### config.mk
export PLATFORM = sky130hd
export DESIGN_NAME = tdm_demux16_flat
export DESIGN_NICKNAME = d
export VERILOG_FILES = /design/src/rtl/tdm_demux_pkg.sv /design/src/rtl/tdm_demux16_if.sv /design/src/rtl/tdm_slot_counter.sv /design/src/rtl/tdm_demux16.sv /design/src/flat_wrapper.sv
export SDC_FILE = /design/constraint.sdc
export NUM_CORES = 1
export LEC_CHECK = 0
export CAP_MARGIN = 20
export CORE_UTILIZATION = 28
export DETAILED_ROUTE_END_ITERATION = 8
export GPL_ROUTABILITY_DRIVEN = 0
export HOLD_SLACK_MARGIN = 0.08
export PLACE_DENSITY = 0.58
export SYNTH_ARGS = -nofsm -noshare
export SYNTH_HDL_FRONTEND = slang
export SYNTH_SLANG_ARGS = --single-unit
export TNS_END_PERCENT = 20
### constraint.sdc
create_clock -name clk -period 4.28 [get_ports clk]
set_input_delay 0.428 -clock clk [delete_from_list [all_inputs] [get_ports clk]]
set_output_delay 0.428 -clock clk [all_outputs]
set_load 0.02 [all_outputs]
### src/rtl/tdm_demux_pkg.sv
// tdm_demux_pkg
// Shared types and sizing helpers for the 1:16 TDM receiver.
// Items:
//   tdm_state_t   receiver state (HUNT while searching for frame_sync, LOCKED once aligned)
//   slot_w()      slot counter width for a given frame size and parity option
//   DEF_NSLOTS    default slots per frame
//   PARITY_EN     1 when TDM_DEMUX_PARITY_EN is defined (an extra parity slot ends each frame)
//   DEF_SLOT_W    slot counter width for the default build
package tdm_demux_pkg;

  typedef enum logic {
    HUNT   = 1'b0,
    LOCKED = 1'b1
  } tdm_state_t;

  localparam int DEF_NSLOTS = 16;

  // The parity slot sits at index NSLOTS, so it needs one more counter bit.
  function automatic int slot_w(input int nslots, input bit parity);
    slot_w = $clog2(nslots) + (parity ? 1 : 0);
  endfunction

`ifdef TDM_DEMUX_PARITY_EN
  localparam bit PARITY_EN = 1'b1;
`else
  localparam bit PARITY_EN = 1'b0;
`endif

  localparam int DEF_SLOT_W = slot_w(DEF_NSLOTS, PARITY_EN);

endpackage

### src/rtl/tdm_demux16_if.sv
// tdm_demux16_if
// Bundles the serial input side and the parallel result side of the TDM receiver.
// Signals:
//   din, din_valid, frame_sync   serial beat from the link (driven by master)
//   y                            last complete frame
//   frame_done, sync_err,
//   parity_err                   single-cycle status pulses
//   slot                         slot index expected on the next valid beat
// Modports: master (link source / bench), slave (receiver).
interface tdm_demux16_if
  import tdm_demux_pkg::*;
#(
  parameter int NSLOTS = DEF_NSLOTS,
  parameter int SLOT_W = DEF_SLOT_W
);
  logic              din;
  logic              din_valid;
  logic              frame_sync;
  logic [NSLOTS-1:0] y;
  logic              frame_done;
  logic              sync_err;
  logic [SLOT_W-1:0] slot;
  logic              parity_err;

  modport master (
    output din, din_valid, frame_sync,
    input  y, frame_done, sync_err, slot, parity_err
  );

  modport slave (
    input  din, din_valid, frame_sync,
    output y, frame_done, sync_err, slot, parity_err
  );
endinterface

### src/rtl/tdm_slot_counter.sv
// tdm_slot_counter
// Slot counter for the TDM receiver: load-to-1, increment, explicit wrap to 0.
// Ports:
//   clk, rst   clock and synchronous active-high reset
//   load1      start of a new frame (the current beat was slot 0)
//   inc        accept one beat; wraps to 0 after LAST instead of overflowing
//   count      current slot index
//   is_last    count is at the last slot of the frame
module tdm_slot_counter #(
  parameter int W    = 4,
  parameter int LAST = 15
) (
  input  logic         clk,
  input  logic         rst,
  input  logic         load1,
  input  logic         inc,
  output logic [W-1:0] count,
  output logic         is_last
);

  assign is_last = (count == W'(LAST));

  // load1 wins over inc: a resync beat always restarts the frame at slot 1.
  always_ff @(posedge clk) begin
    if (rst) begin
      count <= '0;
    end else if (load1) begin
      count <= W'(1);
    end else if (inc) begin
      count <= is_last ? '0 : count + W'(1);
    end
  end

endmodule

### src/rtl/tdm_demux16.sv
// tdm_demux16
// 1:16 time-division demultiplexer: collects one bit per valid beat into a shadow
// register and publishes the full frame to y when the frame completes.
// Ports:
//   clk   rising-edge clock
//   rst   synchronous active-high reset
//   bus   tdm_demux16_if.slave (din/din_valid/frame_sync in; y, frame_done,
//         sync_err, slot, parity_err out)
// Option macro TDM_DEMUX_PARITY_EN: adds an even-parity slot after the data slots;
// a frame with bad parity raises parity_err and leaves y unchanged.
module tdm_demux16
  import tdm_demux_pkg::*;
#(
  parameter int NSLOTS = DEF_NSLOTS,
  parameter int SLOT_W = slot_w(NSLOTS, PARITY_EN)
) (
  input logic          clk,
  input logic          rst,
  tdm_demux16_if.slave bus
);

  localparam int IDX_W     = $clog2(NSLOTS);
  localparam int LAST_SLOT = PARITY_EN ? NSLOTS : NSLOTS - 1;

  tdm_state_t        state, state_nxt;
  logic [NSLOTS-1:0] shadow;
  logic [NSLOTS-1:0] pub_data;
  logic [SLOT_W-1:0] slot_q;
  logic [IDX_W-1:0]  wr_idx;
  logic              is_last;
  logic              is_zero;
  logic              load1;
  logic              inc;
  logic              wr_bit;
  logic              publish;
  logic              sync_err_nxt;
  logic              frame_done_q;
  logic              sync_err_q;
  logic [NSLOTS-1:0] y_q;

  tdm_slot_counter #(
    .W    (SLOT_W),
    .LAST (LAST_SLOT)
  ) u_slot (
    .clk     (clk),
    .rst     (rst),
    .load1   (load1),
    .inc     (inc),
    .count   (slot_q),
    .is_last (is_last)
  );

  assign is_zero = (slot_q == '0);
  // A resync beat is always slot 0, whatever the counter currently says.
  assign wr_idx  = load1 ? '0 : slot_q[IDX_W-1:0];

`ifdef TDM_DEMUX_PARITY_EN
  logic parity_fail;
  logic parity_err_q;
  logic parity_ok;

  assign parity_ok = ~(^{shadow, bus.din});

  always_comb begin
    pub_data = shadow;
  end
`else
  // The last data bit is taken straight from din so y updates on the same edge.
  always_comb begin
    pub_data         = shadow;
    pub_data[wr_idx] = bus.din;
  end
`endif

  // Next-state and beat decode; nothing happens on cycles without din_valid.
  always_comb begin
    state_nxt    = state;
    load1        = 1'b0;
    inc          = 1'b0;
    wr_bit       = 1'b0;
    publish      = 1'b0;
    sync_err_nxt = 1'b0;
`ifdef TDM_DEMUX_PARITY_EN
    parity_fail  = 1'b0;
`endif
    if (bus.din_valid) begin
      case (state)
        HUNT: begin
          if (bus.frame_sync) begin
            load1     = 1'b1;
            wr_bit    = 1'b1;
            state_nxt = LOCKED;
          end
        end
        LOCKED: begin
          if (bus.frame_sync && !is_zero) begin
            sync_err_nxt = 1'b1;
            load1        = 1'b1;
            wr_bit       = 1'b1;
          end else if (is_zero && !bus.frame_sync) begin
            sync_err_nxt = 1'b1;
            state_nxt    = HUNT;
          end else begin
            inc = 1'b1;
`ifdef TDM_DEMUX_PARITY_EN
            if (is_last) begin
              publish     = parity_ok;
              parity_fail = ~parity_ok;
            end else begin
              wr_bit = 1'b1;
            end
`else
            wr_bit  = 1'b1;
            publish = is_last;
`endif
          end
        end
        default: state_nxt = HUNT;
      endcase
    end
  end

  // State, shadow, output frame and status pulses.
  always_ff @(posedge clk) begin
    if (rst) begin
      state        <= HUNT;
      shadow       <= '0;
      y_q          <= '0;
      frame_done_q <= 1'b0;
      sync_err_q   <= 1'b0;
    end else begin
      state        <= state_nxt;
      frame_done_q <= publish;
      sync_err_q   <= sync_err_nxt;
      if (wr_bit) begin
        shadow[wr_idx] <= bus.din;
      end
      if (publish) begin
        y_q <= pub_data;
      end
    end
  end

`ifdef TDM_DEMUX_PARITY_EN
  // Parity failure pulse.
  always_ff @(posedge clk) begin
    if (rst) begin
      parity_err_q <= 1'b0;
    end else begin
      parity_err_q <= parity_fail;
    end
  end

  assign bus.parity_err = parity_err_q;
`else
  assign bus.parity_err = 1'b0;
`endif

  assign bus.y          = y_q;
  assign bus.frame_done = frame_done_q;
  assign bus.sync_err   = sync_err_q;
  assign bus.slot       = slot_q;

endmodule

### src/flat_wrapper.sv
// flat-port wrapper written by rule: the top's interface ports become plain ports
module tdm_demux16_flat import tdm_demux_pkg::*;
#(
  parameter int NSLOTS = DEF_NSLOTS,
  parameter int SLOT_W = slot_w(NSLOTS, PARITY_EN)
)
  (clk, rst, bus_din, bus_din_valid, bus_frame_sync, bus_y, bus_frame_done, bus_sync_err, bus_slot, bus_parity_err);
  tdm_demux16_if #(.NSLOTS(NSLOTS), .SLOT_W(SLOT_W)) bus_i ();
  input logic clk;
  input logic rst;
  input wire logic [$bits(bus_i.din)-1:0] bus_din;
  input wire logic [$bits(bus_i.din_valid)-1:0] bus_din_valid;
  input wire logic [$bits(bus_i.frame_sync)-1:0] bus_frame_sync;
  output wire logic [$bits(bus_i.y)-1:0] bus_y;
  output wire logic [$bits(bus_i.frame_done)-1:0] bus_frame_done;
  output wire logic [$bits(bus_i.sync_err)-1:0] bus_sync_err;
  output wire logic [$bits(bus_i.slot)-1:0] bus_slot;
  output wire logic [$bits(bus_i.parity_err)-1:0] bus_parity_err;
  assign bus_i.din = bus_din;
  assign bus_i.din_valid = bus_din_valid;
  assign bus_i.frame_sync = bus_frame_sync;
  assign bus_y = bus_i.y;
  assign bus_frame_done = bus_i.frame_done;
  assign bus_sync_err = bus_i.sync_err;
  assign bus_slot = bus_i.slot;
  assign bus_parity_err = bus_i.parity_err;
  tdm_demux16 #(.NSLOTS(NSLOTS), .SLOT_W(SLOT_W)) u_core (.clk(clk), .rst(rst), .bus(bus_i));
endmodule
==> impl_metrics.yaml <==
setup_path:
  cp-end-kind: "flip-flop"
  critPathRequiredTime_ps: 4490
  worst_setup_path_start_kind: "flip-flop"
  critical_path_class: "flip-flop to flip-flop"
  crit_fanout: 33
  cp.arrival_ps: 2950
cts:
  clk_pin_slew_ps: 80
  cts.htree.levels: 2
  numCtsBuffers: 5
  cts_tree: "done"
  cts_buffer_depth: 2
  clock-sinks: 39
  cts_hold_buf: 0
  post_cts_buffers: 0
  cts_resized: 0
  root_buffer: "clkbuf_8"
  clk_latency_ps: 290
timing:
  finalCritPeriodShare: 0.641
  setup_viol: 0
  fin_setup_tns_ps: 0
  rsz0062_at_grt: "no"
  min_period_ps: 2740
  max_slew_margin: 0.518
  max_freq_mhz: 365
  hold_violations: 0
  tightest_slew_ps: 721
  report.final.slew_viol_count: 0
  whs_ps: 470
  clock_skew_ps: 2.73
floorplan:
  coreArea_sq_um: 6460
  die_w_um: 84.7
  pin_count: 28
  placementRows: 29
  dieHeight_um: 84.7
  die-area_sq_um: 7170
  start_util: 0.296
cells_and_area:
  antennaDiodeCount: 0
  fin_nets: 230
  fillers: 658
  drive_gt1_frac: 0.0946
  finalNonFillerCells: 299
  area_growth_pct: 21.8
route:
  postRouteAntennaNets: 0
  wl_per_cell_um: 12.7
  wl_um: 3810
  avgViaCountPerCell: 4.78
  drc: 0
  via_count: 1429
  drt_pass1_iterations: 6
  drt_iter0_markers: 143
yosys:
  yosysTopAreaCellShare: 0.408
  synth_seq_area_share: 0.408
  synth.area.top_cells: "dfxtp_1, mux2i_1, a2111oi_4, nand3b_1, nor2_1"
  ys_ff_latch: 39
  yosysTopAreaCell: "dfxtp_1"
  ys_async_sr_fraction: 0
  netlist_area_sq_um: 1910
  synth.distinct_cells: 33
  syn_area_per_cell_sq_um: 9.33
  syn_nets: 214
  synth_flop_cell: "dfxtp_1"
  yosys_warnings: 0
  netlist_instances: 205
  synth-edff-count: 0
global_route:
  grt_first_pass_wirelength_um: 6580
  grt_use_total: 0.118
  antenna_found_initial: 0
  grt_pass1_vias: 1385
  gr-total-overflow: 0
  grt_max_degree: 34
pwr:
  peakVddDrop_mv: 0.130
  intPower_mw: 0.617
  power_frac_seq: 0.470
  powerDensity_nw_per_um2: 338
  p_comb_frac: 0.064
  total_leakage_power_nw: 0.856
  switching_share: 0.216
  switchingPower_mw: 0.170
  clkPwrFrac: 0.467
  power_mw: 0.787
place:
  hpwl_um: 2590
  portBuffers: 26
  dp.cells: 291
job:
  drv_cap: 0
worst_hold_path:
  hold_class: "flip-flop to flip-flop"
outcome:
  status: "completed"
-- critical path, cell delays in order (launching register included) --
cell and delay [ps]:
dfxtp_1 570, inv_1 240, ha_1 240, nand2_1 70, inv_1 50, ha_1 190
and4bb_2 500, nor2b_2 190, buf_4 300, nor2_1 90, a211oi_2 190
-- state kept, by name, indices dropped and copies added, names as in the netlist --
register / cells
u_core.state: 1
u_core.bus.frame_done: 1
u_core.bus.sync_err: 1
u_core.bus.y: 16
u_core.shadow: 16
u_core.u_slot.count: 4
-- synth_stat cells, drive strengths merged, types with 2 or more instances --
cell type   n
a2111oi     4
a211oi      4
a21oi       5
and2        2
buf        11
clkbuf      8
dfxtp      39
ha          4
inv         4
mux2i      19
nand2       4
nand2b     12
nand3      13
nand3b     12
nand4       4
nor2       24
nor2b       7
nor3        4
nor4        2
o21ai      13
-- placed cells by master, fill, tap and decap left out --
cell type	instances
mux2i_1	19
dfxtp_1	39
or3b_2	1
nor4_1	2
and2b_1	1
a21oi_1	5
ha_1	4
a2111oi_4	4
and4bb_2	1
nand4_1	4
nand3_1	13
a211oi_2	4
nor2b_1	6
and3_1	1
nor3_1	4
mux2_4	1
a311oi_1	1
nand2_1	4
nand2b_1	12
inv_1	4
buf_4	2
nor2b_2	1
o21ai_0	13
and2_1	2
clkdlybuf4s50_1	26
clkbuf_8	5
nand3b_1	12
nor2_1	24
bufinv_16	2
xor2_1	1
o2111a_1	1
a31oi_1	1
clkbuf_1	1
conb_1	1
-- cells by family (layout without fill, tap and decap cells) --
group | Yosys count | in the layout | synth area share
AO/OA/AOI/OAI | 29 | 29 | 0.145
XOR/XNOR | 1 | 1 | 0.00458
adder cells (fa/ha/maj) | 4 | 4 | 0.0262
buffers and inverters | 23 | 40 | 0.0543
flip-flops | 39 | 39 | 0.408
multiplexers | 20 | 20 | 0.107
other | 1 | 1 | 0.00196
AND/OR/NAND/NOR | 88 | 88 | 0.253
-- final timing paths --
kind	start	end	slack, ps	cells past startpoint
max reg2reg	u_core.u_slot.count[0]	u_core.bus.y[14]	1540	10
min reg2reg	u_core.bus.y[0]	u_core.bus.y[0]	470	2
max	u_core.u_slot.count[0]	u_core.bus.y[14]	1540	10
min	u_core.bus.y[0]	u_core.bus.y[0]	470	2
-- per-layer routing --
layer	up-vias	wire, um	global-route usage
met5	-	0	0
met4	0	69	0.0524
met3	6	148	0.0413
met2	22	1690	0.174
met1	656	1900	0.155
li1	745	-	-
-- power groups by stage --
stage / Sequential [mW] / Combinational (mW) / Clock, mW
floorplan: 0.379 / 0.0370 / 0
global placement: 0.378 / 0.0506 / 0
detailed placement: 0.378 / 0.0503 / 0
CTS: 0.370 / 0.0506 / 0.376
global route: 0.371 / 0.0564 / 0.393
finish: 0.370 / 0.0500 / 0.367
-- metrics by stage --
stage	utilization	setup slack, ps	area [sq um]
CTS	0.361	1520	2330
finish	0.361	1540	2330
floorplan	-	1770	1910
global route	0.361	1300	2330
global placement	0.340	1620	2200
detailed placement	0.340	1530	2200
-- cell type report --
type | count | area, sq um | share of cell area
Sequential cell | 39 | 781 | 0.335
Tap cell | 77 | 96.3 | 0.0413
Clock buffer | 6 | 72.6 | 0.0311
Clock inverter | 2 | 60.1 | 0.0258
Timing Repair Buffer | 28 | 275 | 0.118
Inverter | 4 | 15.0 | 0.00644
Multi-Input combinational cell | 143 | 1030 | 0.442
Power figures use the tool's default switching activity.
